--- config.mk ---
export PLATFORM = sky130hd
export DESIGN_NAME = pipe_stage_reg
export DESIGN_NICKNAME = d
export VERILOG_FILES = /design/src/rtl/pipe_stage_reg.sv
export SDC_FILE = /design/constraint.sdc
export NUM_CORES = 1
export LEC_CHECK = 0
export ABC_AREA = 1
export ABC_CLOCK_PERIOD_IN_PS = 2500
export CAP_MARGIN = 20
export CORE_MARGIN = 3
export CORE_UTILIZATION = 52
export DETAILED_ROUTE_END_ITERATION = 8
export PLACE_DENSITY = 0.81
export SLEW_MARGIN = 15
export SYNTH_ARGS = -nofsm -noshare
export SYNTH_HDL_FRONTEND = slang
export SYNTH_SLANG_ARGS = --single-unit
--- constraint.sdc ---
create_clock -name i_clk -period 2.5 [get_ports i_clk]
set_input_delay 0.25 -clock i_clk [delete_from_list [all_inputs] [get_ports i_clk]]
set_output_delay 0.25 -clock i_clk [all_outputs]
set_load 0.02 [all_outputs]
--- src/rtl/pipe_stage_reg.sv ---
// pipe_stage_reg: elastic valid/ready pipeline register with optional skid slot, flush and control masking.
module pipe_stage_reg #(
  parameter int DATA_W   = 128,
  parameter int CTRL_W   = 8,
  parameter int SKID     = 1,
  parameter int CLR_DATA = 0
) (
  input  logic              i_clk,
  input  logic              i_arst_n,
  input  logic              i_valid,
  output logic              o_ready,
  input  logic [DATA_W-1:0] i_data,
  input  logic [CTRL_W-1:0] i_ctrl,
  input  logic              i_flush,
  output logic              o_valid,
  input  logic              i_ready,
  output logic [DATA_W-1:0] o_data,
  output logic [CTRL_W-1:0] o_ctrl,
  output logic [1:0]        o_occupancy
);
  typedef enum logic [1:0] {EMPTY = 2'd0, FULL = 2'd1, SKD = 2'd2} state_t;
  state_t state, state_nxt;
  logic [DATA_W-1:0] main_data, skid_data;
  logic [CTRL_W-1:0] main_ctrl, skid_ctrl;
  logic main_valid, skid_valid, in_x, out_x, load_main, load_skid, pop_skid;
  // state encoding doubles as the registered occupancy count
  assign main_valid  = state != EMPTY;
  assign skid_valid  = state == SKD;
  assign o_occupancy = state;
  assign o_ready     = (SKID != 0) ? !skid_valid : (!main_valid | i_ready);
  assign o_valid     = main_valid;
  assign o_data      = main_data;
  assign o_ctrl      = main_valid ? main_ctrl : '0;
  assign in_x        = i_valid & o_ready;
  assign out_x       = o_valid & i_ready;
  always_comb begin
    state_nxt = state;
    load_main = 1'b0;
    load_skid = 1'b0;
    pop_skid  = 1'b0;
    case (state)
      EMPTY: begin
        state_nxt = in_x ? FULL : EMPTY;
        load_main = in_x;
      end
      FULL: begin
        load_main = in_x & out_x;
        load_skid = in_x & !out_x;
        state_nxt = (in_x & !out_x) ? SKD : (!in_x & out_x) ? EMPTY : FULL;
      end
      SKD: begin
        state_nxt = out_x ? FULL : SKD;
        pop_skid  = out_x;
      end
      default: state_nxt = EMPTY;
    endcase
    if (i_flush) begin
      state_nxt = EMPTY;
      load_main = 1'b0;
      load_skid = 1'b0;
      pop_skid  = 1'b0;
    end
  end
  always_ff @(posedge i_clk or negedge i_arst_n) begin
    if (!i_arst_n) state <= EMPTY;
    else state <= state_nxt;
  end
  always_ff @(posedge i_clk or negedge i_arst_n) begin
    if (!i_arst_n) begin
      main_data <= '0;
      main_ctrl <= '0;
      skid_data <= '0;
      skid_ctrl <= '0;
    end else if (i_flush) begin
      if (CLR_DATA != 0) begin
        main_data <= '0;
        skid_data <= '0;
      end
    end else begin
      if (load_main) begin
        main_data <= i_data;
        main_ctrl <= i_ctrl;
      end else if (pop_skid) begin
        main_data <= skid_data;
        main_ctrl <= skid_ctrl;
      end
      if (load_skid) begin
        skid_data <= i_data;
        skid_ctrl <= i_ctrl;
      end
    end
  end
endmodule
# After elaboration in Yosys (flattened, before gate mapping)
# Index checks and enable logic that the tools add are counted.
# Widths: inputs -> output; s select.
[totals]
wordCells = 38
in_bits = 141
reg_bits = 274
[classes]
n_eq_ne = 2
n_reduce_logical = 8
n_mux = 17
bitwise = 6
[ops]
columns = ["cell", "count"]
rows = [
  ["$mux 128", 2],
  ["$mux 8", 3],
  ["$mux 1", 7],
  ["$mux 2", 3],
  ["$pmux 2 s3", 1],
  ["$and 1x1->1", 5],
  ["$reduce_and 2->1", 2],
  ["$reduce_bool 2->1", 2],
  ["$logic_not 1->1", 3],
  ["$eq 2x1->1 const B", 1],
  ["$eq 2x2->1 const B", 1],
  ["$logic_not 2->1", 1],
  ["$pmux 1 s2", 1],
  ["$not 1->1", 1],
]

# Longest topological paths before layout
# Gate-level depths: netlist of run 1.
[logic_depth]
word_depth = 9
depth_mapped = 11
mapped_depth_nobuf = 8

# Worst setup path after synthesis of run 1
# OpenSTA, ideal clock, no wires.
[synth_path]
kind = "register to register"
start = "reg state[0] (netlist: o_occupancy[0])"
end = "reg skid_data[105]"
setup_time_ns = 0.133
arrival_time_ns = 2.028
path_buffers = 3
setup_slack_ns = 0.338
period_less_slack_ns = 2.162
path_stages_with_launch = 11
path_cell_list = "dfrtp_1 > nor2_1 > inv_1 > nand2_1 > ha_1 > nand3_1 > buf_2 > buf_4 > buf_6 > nand2_1 > o21ai_0"
[synth_between]
elab_chain_cells = 7
elab_cells_between_ends = 11
classes_between = "eq/ne (2); mux (2); bitwise (3); reduce/logical (4)"
[synth_lines]
columns = ["element", "line_no", "text"]
rows = [
  ["start, declared", "22", "state_t state, state_nxt;"],
  ["start signal, assigned", "66", "else state <= state_nxt;"],
  ["$reduce_bool 2->1", "27", "assign main_valid = state != EMPTY;"],
  ["via o_valid", "15", "output logic o_valid,"],
  ["$and 1x1->1", "35", "assign out_x = o_valid & i_ready;"],
  ["$logic_not 1->1", "48", "load_skid = in_x & !out_x;"],
  ["$and 1x1->1", "48", ""],
  ["$mux 1", "41", "case (state)"],
  ["$mux 1", "57", "if (i_flush) begin"],
  ["$reduce_and 2->1 (no source line)", "-", ""],
  ["end signal, assigned", "88", "skid_data <= i_data;"],
  ["end, declared", "23", "logic [DATA_W-1:0] main_data, skid_data;"],
]
# The timed path passes the listed nets, and every way through them passes these cells.
# A chain may end at the register's enable or synchronous reset.

# Worst setup path in the final report of run 1
[layout_path]
start = "reg state[0] (netlist: o_occupancy[0])"
end = "out o_ctrl[4]"
[layout_between]
elab_chain_cells = 2
[layout_lines]
columns = ["element", "line_no", "text"]
rows = [
  ["$reduce_bool 2->1", "27", ""],
  ["$mux 8", "33", "assign o_ctrl = main_valid ? main_ctrl : '0;"],
  ["end, declared", "18", "output logic [CTRL_W-1:0] o_ctrl,"],
]
# Every way passes these cells.

==> results of run 1 <==
## critical path, stage by stage, from the launching register on
cell and delay (ns):
dfrtp_2 0.47, nor2_1 0.09, buf_4 0.18, nor2_1 0.17, clkdlybuf4s50_1 0.64
## layout make-up
type                       instances  area, sq um  area share [%]
multi-input combinational        977         4600            26.9
clock inverter                     6         61.3           0.358
clock buffer                      46          870            5.08
sequential                       274         6860            40.1
inverter                         286         1070            6.28
antenna                            1         2.50          0.0146
tap                              324          405            2.37
timing repair buffer             308         3230            18.9
## routing by layer
metal	track usage [%]	share of wire (%)
met1	36.6	42
met2	42.2	47
met3	5.54	9.0
met4	7.32	2.2
met5	0	0.11
## cell usage in the layout, fill, tap and decap left out
cell and instances:
dfrtp_1 273, nand2_4 2, nand4_1 136, nand3_1 275, buf_4 11, nand3_4 3, inv_8 1, o21ai_0 129
nand3b_1 1, buf_8 1, diode_2 1, bufinv_16 1, clkinv_2 4, dlygate4sd3_1 1, o21ai_1 7, clkbuf_16 29
nor2_4 1, inv_1 285, clkbuf_1 9, dfrtp_2 1, buf_12 17, nand2_1 409, clkdlybuf4s50_1 278, nor2_1 11
clkbuf_8 8, ha_1 1, nor2_2 1, o31ai_1 1, inv_2 1
## cell families (layout without fill, tap and decap cells)
logic type               after synthesis  count (layout)  synth area share (%)
flip-flops                           274             274                  52.0
AND/OR/NAND/NOR                      839             839                  29.2
other                                  0               1                     0
AO/OA/AOI/OAI                        137             137                  5.22
adder cells (fa/ha/maj)                1               1                0.0949
buffers and inverters                420             646                  13.5
## power groups by stage
stage | clock (mW) | sequential (mW) | combinational [mW]
CTS | 4.28 | 6.72 | 5.16
floorplan | 0 | 7.35 | 2.16
finish | 4.21 | 6.74 | 5.11
global route | 4.46 | 6.88 | 5.70
global placement | 0 | 6.71 | 4.96
detailed placement | 0 | 6.75 | 5.12
## flip-flops by register name, indices dropped and copies added (netlist names)
register and cells:
o_data 128, main_ctrl 8, skid_ctrl 8, skid_data 128, o_occupancy 2
## final timing paths
| kind | from | to | slack [ns] | cells past startpoint |
|---|---|---|---|---|
| max | o_occupancy[0]$_DFF_PN0_ | o_ctrl[4] | 0.17 | 4 |
| min | i_valid | o_data[97]$_DFFE_PN0P_ | 0.14 | 3 |
| max reg2reg | o_occupancy[0]$_DFF_PN0_ | skid_data[123]$_DFFE_PN0P_ | 0.47 | 8 |
| min reg2reg | skid_data[49]$_DFFE_PN0P_ | skid_data[49]$_DFFE_PN0P_ | 0.48 | 2 |
| max in group asynchronous | i_arst_n | o_occupancy[0]$_DFF_PN0_ | 1.45 | 3 |
| min in group asynchronous | i_arst_n | o_data[74]$_DFFE_PN0P_ | 0.27 | 2 |
## metrics by stage
step	power, mW	instance area, sq um	instances	hold slack (ns)	utilization, %
6_report	16.1	17100	2222	0.135	69.5
4_1_cts	16.2	17100	2221	0.107	69.5
3_5_place_dp	11.9	16200	2168	0.252	65.7
5_1_grt	17.0	17100	2221	0.126	69.5
2_1_floorplan	9.51	13200	1671	-0.0456	-
3_3_place_gp	11.7	16200	2168	0.249	65.7
## what timing repair did
action,4_1_cts,5_1_grt
endpoints found under the setup margin,0,3
hold buffers,1,0
gates resized for setup,0,1
hold endpoints to repair,63,0
==> summary.txt, run 1 <==
Synth area leaders - dfrtp_1, nand2_1, nand3_1
P_int - 10.7 mW
Mapped Cells - 1,671
worst vdd ir - 0.525 mV
die height - 165 um
initial drt markers - 1,408
Detailed Routing Iterations Pass 1 - 5
postcts setup bufs - 0
gr usage total - 26.4%
Vias - 12.2k
Max Fclk - 428 MHz
filler instances - 1,893
Post-synth EDFFs - 0
PortBufs - 280
GRT Residual Overflow - 0
largest net degree at the start of global routing - 167
TritonCTS Buffers - 29
Clk pwr share - 26.2%
Worst EP arrival - 2.08 ns
Starting Density - 53.6%
clk sinks - 274
Root Driver - clkbuf_16
Avg WL per Cell - 16.3 um
status - complete, no violations
clk_skew - 0.0104 ns
Max-Cap Viols - 0
biggest area consumer among synthesized cells - dfrtp_1
DIE AREA - 0.0273 sq mm
Routed Antenna Nets - 0
yosys synthesis warning count - 0
vias in the first global route - 11.9k
CTS max path bufs - 3
crit path time final - 2.33 ns
synthesized area - 0.0132 sq mm
Lkg Pwr - 8.89 nW
synthesized net count - 1,813
H-tree depth - 1
core area - 0.0246 sq mm
Die X - 165 um
Comb pwr share - 31.8%
Flop pwr share - 41.9%
layout cells sized above 1 - 4.27%
hold crit path type - in2reg
top-count cell post-synth - nand2_1
Async SR Flop Fraction - 100%
Main synth FF type - dfrtp_1
first-pass GRT wire length - 59,300 um
synth-to-layout area growth - 29.7%
# DRC - 0
critical path endpoint category - primary output
post-synthesis register bit count - 274
FP Rows - 57
CP startpoint kind - flip-flop
post-place setup slack - 0.330 ns
setup ws final - 0.165 ns
Post-synth top cells - nand2_1, inv_1, nand3_1
Slew Limit Fails - 0
worst slew pin tran - 0.747 ns
GP Congestion - 0.805
Post-DP HPWL - 21,800 um
switching power - 5.39 mW
sw frac - 33.5%
Reg clk slew, reported paths - 0.06 ns
Slew HR - 50.2%
initial antenna violation count - 3
period utilisation layout - 93.4%
Netlist cell types - 19
CTS tree - built
Skew-Pair Late Insertion Delay - 0.53 ns
post-synthesis sequential area ratio - 52.0%
boundary pin count - 281
critical path required time - 2.25 ns
# setup viols final - 0
Crit Path Class - reg2out
mean post-synth cell area - 7.89 sq um
Layout Nets - 2,018
Max FO, Critical Path - 9
pwr dens - 939 mW/mm^2
total wire length - 36,300 um
Vias/cell - 5.51
setup tns final - 0 ns
share of the synthesized area in the top cell type - 52.0%
RSZ-0062 raised after global routing - false
Final Hold Vio Count - 0
(Power assumes the default switching activity.)
==> run 2, diff against run 1 <==
--- a/config.mk
+++ b/config.mk
@@ -6,12 +6,12 @@
 export NUM_CORES = 1
 export LEC_CHECK = 0
 export ABC_AREA = 1
-export ABC_CLOCK_PERIOD_IN_PS = 2500
+export ABC_CLOCK_PERIOD_IN_PS = 2300
 export CAP_MARGIN = 20
 export CORE_MARGIN = 3
 export CORE_UTILIZATION = 52
 export DETAILED_ROUTE_END_ITERATION = 8
-export PLACE_DENSITY = 0.81
+export PLACE_DENSITY_LB_ADDON = 0.3
 export SLEW_MARGIN = 15
 export SYNTH_ARGS = -nofsm -noshare
 export SYNTH_HDL_FRONTEND = slang
==> constraint.sdc (replaced) <==
create_clock -name i_clk -period 2.3 [get_ports i_clk]
set_input_delay 0.23 -clock i_clk [delete_from_list [all_inputs] [get_ports i_clk]]
set_output_delay 0.23 -clock i_clk [all_outputs]
set_load 0.02 [all_outputs]
==> run 2 against run 1 <==
- combinational power up 8.8%
- final cell count about the same
- power up 9.1%
- die area unchanged
- sequential power up 8.2%
- hold slack better by 0.13 ns
- critical path type unchanged
- largest cell class unchanged
- highest routed layer unchanged
==> summary.txt, run 2 (synthesis gave the netlist of run 1 again) <==
Post-DP HPWL - 21,900 um (about the same)
max incr delay on CP - 0.61 ns (-0.03 ns)
Slew Limit Fails - 0 (unchanged)
Worst R2R Start - o_occupancy[0]$_DFF_PN0_
vias in the first global route - 11.7k (-2.1%)
hold crit path type - in2async
Worst path most repeated cell - nor2_1
status - complete, no violations
Worst R2R Path Depth - 8 (unchanged)
Layout Nets - 2,020 (+0.099%)
initial drt markers - 1,428 (+1.4%)
Worst EP arrival - 1.97 ns (-0.11 ns)
clk sinks - 274 (unchanged)
layout cells sized above 1 - 4.27% (-0.0045 points)
TritonCTS Buffers - 30 (+3.4%)
met2 wire len - 17,100 um (+0.32%)
most frequent cells in the layout - nand2_1, inv_1, nand3_1
Starting Density - 53.6% (unchanged)
worst vdd ir - 0.728 mV (+39%)
fin util - 69.6% (+0.081 points)
CTS tree - built
PortBufs - 280 (unchanged)
gr usage total - 26.1% (-0.26 points)
Lkg Pwr - 8.99 nW (+1.1%)
Max-Cap Viols - 0 (unchanged)
Crit Path Class - reg2out
CP Cell Sequence - nor2_1, buf_4, nor2_1, clkdlybuf4s50_1
Routed Antenna Nets - 0 (unchanged)
DIE AREA - 0.0273 sq mm (unchanged)
initial antenna violation count - 6 (+3)
largest net degree at the start of global routing - 137 (-18%)
period utilisation layout - 95.8%
worst r2r dst - skid_data[75]$_DFFE_PN0P_
Slew HR - 51.8% (+1.6 points)
setup tns final - 0 ns (unchanged)
die height - 165 um (unchanged)
Final Hold Vio Count - 0 (unchanged)
Post-DP Area - 0.0161 sq mm (-0.11%)
top sig layer - met5
GRT Residual Overflow - 0 (unchanged)
Skew-Pair Late Insertion Delay - 0.55 ns (+0.02 ns)
pwr dens - 1020 mW/mm^2 (+9.0%)
Max Fclk - 454 MHz
crit path time final - 2.20 ns
# setup viols final - 0 (unchanged)
first-pass GRT wire length - 58,700 um (-0.90%)
Vias/cell - 5.49 (-0.26%)
Die X - 165 um (unchanged)
FP Rows - 57 (unchanged)
Root Driver - clkbuf_16
total wire length - 36,400 um (+0.21%)
Max FO, Critical Path - 9 (unchanged)
core area - 0.0246 sq mm (unchanged)
GP Congestion - 0.809 (+0.46%)
boundary pin count - 281 (unchanged)
Reg clk slew, reported paths - 0.06 ns (about the same)
M1 WL - 15,100 um (-0.37%)
# DRC - 0 (unchanged)
Slowest-stage cell, CP - clkdlybuf4s50_1
synth-to-layout area growth - 29.8%
critical path endpoint category - primary output
CTS max path bufs - 3 (unchanged)
Detailed Routing Iterations Pass 1 - 6 (+1)
Met3 Wirelength - 3160 um (-3.3%)
worst slew pin tran - 0.723 ns (-0.0239 ns)
RSZ-0062 raised after global routing - false
postcts setup bufs - 0 (unchanged)
Vias - 12.2k (-0.17%)
H-tree depth - 1 (unchanged)
design area - 0.0171 sq mm (+0.12%)
clk_skew - 0.0137 ns (+0.00333 ns)
reg2reg setup slack - 0.25 ns (-0.22 ns)
critical path required time - 2.07 ns (-0.18 ns)
Avg WL per Cell - 16.4 um (+0.12%)
commonest non-fill, non-tap cell in the layout - nand2_1
CP startpoint kind - flip-flop
-- run 2: metrics by stage --
| step | worst slack (ns) | hold WS (ns) | std cells | total power, mW |
|---|---|---|---|---|
| final | 0.0959 | 0.262 | 2224 | 17.5 |
| after CTS | 0.0296 | 0.260 | 2223 | 17.6 |
| after detailed placement | 0.189 | 0.261 | 2169 | 12.9 |
| after global routing | 0.0171 | 0.271 | 2224 | 18.6 |
| after global placement | 0.223 | 0.252 | 2169 | 12.7 |
| after floorplan | 0.138 | -0.0656 | 1671 | 10.3 |
-- run 2: repair_timing --
item                                    in CTS  in global routing
endpoints found under the setup margin       8                  5
resized for setup                            4                  5
hold buffers                                 1                  0
endpoints found under the hold margin       70                  0
-- run 2: report_power, final --
| part | total [mW] | switching (mW) | leakage, nW | internal (mW) |
|---|---|---|---|---|
| clock network | 4.68 | 1.89 | 0.468 | 2.79 |
| logic | 5.56 | 3.02 | 5.05 | 2.54 |
| registers | 7.29 | 0.922 | 3.47 | 6.37 |
-- run 2: cell type report --
class	count	area (sq um)
Tap cell	324	405
Fill cell	1943	7480
Timing Repair Buffer	309	3220
Multi-Input combinational cell	977	4600
Sequential cell	274	6860
Inverter	286	1070
Clock buffer	50	917
Clock inverter	3	40.0
Antenna cell	1	2.50
-- run 2: worst max path at each step --
| stage | start | endpoint | slack, ns | depth (start not counted) |
|---|---|---|---|---|
| after floorplan | o_occupancy[0]$_DFF_PN0_ | skid_data[105]$_DFFE_PN0P_ | 0.14 | 10 |
| after global placement | i_ready | o_data[78]$_DFFE_PN0P_ | 0.22 | 8 |
| after detailed placement | i_ready | skid_data[75]$_DFFE_PN0P_ | 0.19 | 7 |
| after CTS | o_occupancy[0]$_DFF_PN0_ | o_ctrl[7] | 0.03 | 4 |
| after global routing | o_occupancy[0]$_DFF_PN0_ | o_ctrl[2] | 0.02 | 4 |
| final | o_occupancy[0]$_DFF_PN0_ | o_ctrl[2] | 0.1 | 4 |
-- run 2: metal layers --
metal  global-route usage [%]  up-vias
met5                        0        -
met4                     8.58       10
met3                     4.94       77
met2                     41.7      548
met1                     36.1     5818
li1                         -     5762
-- run 2: critical path, delay by kind of cell, from the launching register on --
family,cells,cell delay [ns]
buffers and inverters,2,0.78
DFF,1,0.47
and+or+nand+nor,2,0.18
==> run 3, diff against run 2 <==
--- a/config.mk
+++ b/config.mk
@@ -9,7 +9,7 @@
 export ABC_CLOCK_PERIOD_IN_PS = 2300
 export CAP_MARGIN = 20
 export CORE_MARGIN = 3
-export CORE_UTILIZATION = 52
+export CORE_UTILIZATION = 35
 export DETAILED_ROUTE_END_ITERATION = 8
 export PLACE_DENSITY_LB_ADDON = 0.3
 export SLEW_MARGIN = 15
==> run 3 against run 2 <==
- hold slack about the same
- sequential power about the same
- final cell count up 8.4%
- non-clock buffer count up 6
- clock skew down 0.0085 ns
- via count down 3.0%
- first-iteration DRC count down 36%
- clock power up 0.9%
- largest cell class unchanged
- sequential share of layout area down 0.76 points
- count of clock-buffer cells in the layout down 1
- design area up 1.9%
- critical path depth unchanged
==> summary.txt, run 3 (synthesis gave the netlist of run 1 again) <==
vias in the first global route - 11.7k (+0.15%)
Post-DP HPWL - 22,800 um (+4.2%)
layout cells sized above 1 - 4.82% (+0.56 points)
Final Hold Vio Count - 0 (unchanged)
boundary pin count - 281 (unchanged)
critical path required time - 2.07 ns (about the same)
worst r2r dst - skid_data[66]$_DFFE_PN0P_
worst vdd ir - 0.543 mV (-25%)
area used by multi-input combinational logic - 0.00460 sq mm (unchanged)
synth-to-layout area growth - 32.3%
crit path time final - 2.15 ns (-0.0578 ns)
FP Rows - 70 (+23%)
# DRC - 0 (unchanged)
GP Congestion - 0.772 (-4.5%)
n_diodes - 0 (-1)
total power - 17.5 mW (about the same)
worst hold path depth - 3
clk sinks - 274 (unchanged)
Worst Path Buf+Inv - 3 (+1)
core area - 0.0369 sq mm (+50%)
Avg WL per Cell - 16.0 um (-2.0%)
GRT Residual Overflow - 0 (unchanged)
Starting Density - 35.8% (-18 points)
WHS Endpoint - skid_data[100]$_DFFE_PN0P_
CTS tree - built
# setup viols final - 0 (unchanged)
PortBufs - 280 (unchanged)
initial antenna violation count - 1 (-5)
Lkg Pwr - 9.00 nW (about the same)
first-pass GRT wire length - 62,800 um (+6.9%)
Reg clk slew, reported paths - 0.06 ns (about the same)
Slew HR - 40.9% (-11 points)
worst hold start - i_data[100]
reg2reg setup slack - 0.30 ns (+0.05 ns)
Slew Limit Fails - 0 (unchanged)
Layout Nets - 2,027 (+0.35%)
pwr dens - 1010 mW/mm^2 (-1.8%)
Vias - 11.8k (-3.0%)
Die X - 200 um (+21%)
Max Fclk - 466 MHz (+2.7%)
Reg area - 0.00686 sq mm (about the same)
postcts setup bufs - 0 (unchanged)
Root Driver - clkbuf_16
commonest non-fill, non-tap cell in the layout - nand2_1
Routed Antenna Nets - 0 (unchanged)
Detailed Routing Iterations Pass 1 - 5 (-1)
largest net degree at the start of global routing - 138 (+0.73%)
DIE AREA - 0.0400 sq mm (+47%)
worst slew pin tran - 0.887 ns (+0.164 ns)
filler instances - 3,580 (+84%)
Worst EP arrival - 1.92 ns (-0.05 ns)
initial drt markers - 921 (-36%)
CP startpoint kind - flip-flop
hold crit path type - in2reg
Slowest-stage cell, CP - clkdlybuf4s50_1
TritonCTS Buffers - 31 (+3.3%)
gr usage total - 18.7% (-7.4 points)
Crit path depth - 4 (unchanged)
clk_skew - 0.00525 ns (-0.00849 ns)
CTS max path bufs - 3 (unchanged)
critical path endpoint category - primary output
Vias/cell - 4.91 (-11%)
CP Cell Sequence - inv_2, nor2_2, inv_1, clkdlybuf4s50_1
Worst R2R Path Depth - 7 (-1)
setup tns final - 0 ns (unchanged)
Worst R2R Start - o_occupancy[1]$_DFF_PN0_
max incr delay on CP - 0.55 ns (-0.06 ns)
most frequent cells in the layout - nand2_1, inv_1, nand3_1
Max FO, Critical Path - 5 (-4)
Skew-Pair Late Insertion Delay - 0.54 ns (about the same)
Max-Cap Viols - 0 (unchanged)
die height - 200 um (+21%)
RSZ-0062 raised after global routing - false
family with the most delay on the worst path - buffers and inverters
period utilisation layout - 93.3% (-2.5 points)
H-tree depth - 1 (unchanged)
total wire length - 38,600 um (+6.2%)
Crit Path Class - reg2out
status - complete, no violations
-- run 3: cell types whose count changed in the layout (fill, tap and decap cells not counted), moves of 3 or more --
cell	delta
buf_12	+5
dlygate4sd2_1	+6
clkbuf_1	-4
clkbuf_8	+3
dlymetal6s2s_1	-5
clkinv_2	+3
-- run 3: worst max-delay path by stage --
stage                                   startpoint                          to  slack [ns]
after floorplan           o_occupancy[0]$_DFF_PN0_  skid_data[105]$_DFFE_PN0P_        0.14
after global placement                     i_ready      o_data[24]$_DFFE_PN0P_        0.20
after detailed placement                   i_ready      o_data[42]$_DFFE_PN0P_        0.19
after CTS                 o_occupancy[1]$_DFF_PN0_                     o_ready        0.11
after global routing      o_occupancy[1]$_DFF_PN0_                     o_ready        0.04
final                     o_occupancy[1]$_DFF_PN0_                     o_ready        0.15
-- run 3: report_power, final --
part           switching (mW)  internal (mW)
clock                    1.95           2.78
combinational            2.99           2.55
sequential              0.903           6.37
-- run 3: routing by layer --
metal / GRT usage, % / vias to the layer above / part of all wire (%) / wire length [um]
li1: - / 5766 / - / -
met3: 3.59 / 47 / 7.2 / 2800
met1: 26.5 / 5637 / 45 / 17500
met4: 4.14 / 0 / 1.8 / 684
met5: 0 / - / 0 / 0
met2: 29.9 / 399 / 46 / 17600
-- run 3: stage by stage --
stage          util [%]  hold WS, ns  cells  cell area, sq um  setup slack [ns]
6_report           47.3        0.262   2411             17500             0.154
5_1_grt            47.3        0.254   2411             17500            0.0371
4_1_cts            47.3        0.223   2411             17500             0.110
3_5_place_dp       44.7        0.267   2355             16500             0.186
3_3_place_gp       44.7        0.267   2355             16500             0.202
2_1_floorplan         -      -0.0656   1671             13200             0.138
-- run 3: layout make-up --
cell class	count	area share, %
clock inverter	6	0.186
tap	504	3.61
sequential	274	39.3
multi-input combinational	977	26.4
timing repair buffer	315	19.0
inverter	286	6.15
clock buffer	49	5.41
-- run 3: worst register-to-register path, cell delays in order, from the launching register on --
cell and delay [ns]:
dfrtp_1 0.48, inv_2 0.07, nor2_2 0.17, nor2_1 0.07, ha_1 0.22, nand3_4 0.22
buf_12 0.35, o21ai_0 0.29
-- run 3: repair_timing --
action,4_1_cts,5_1_grt
hold buffers,1,0
endpoints found under the setup margin,8,0
gates resized for setup,9,0
endpoints found under the hold margin,59,0
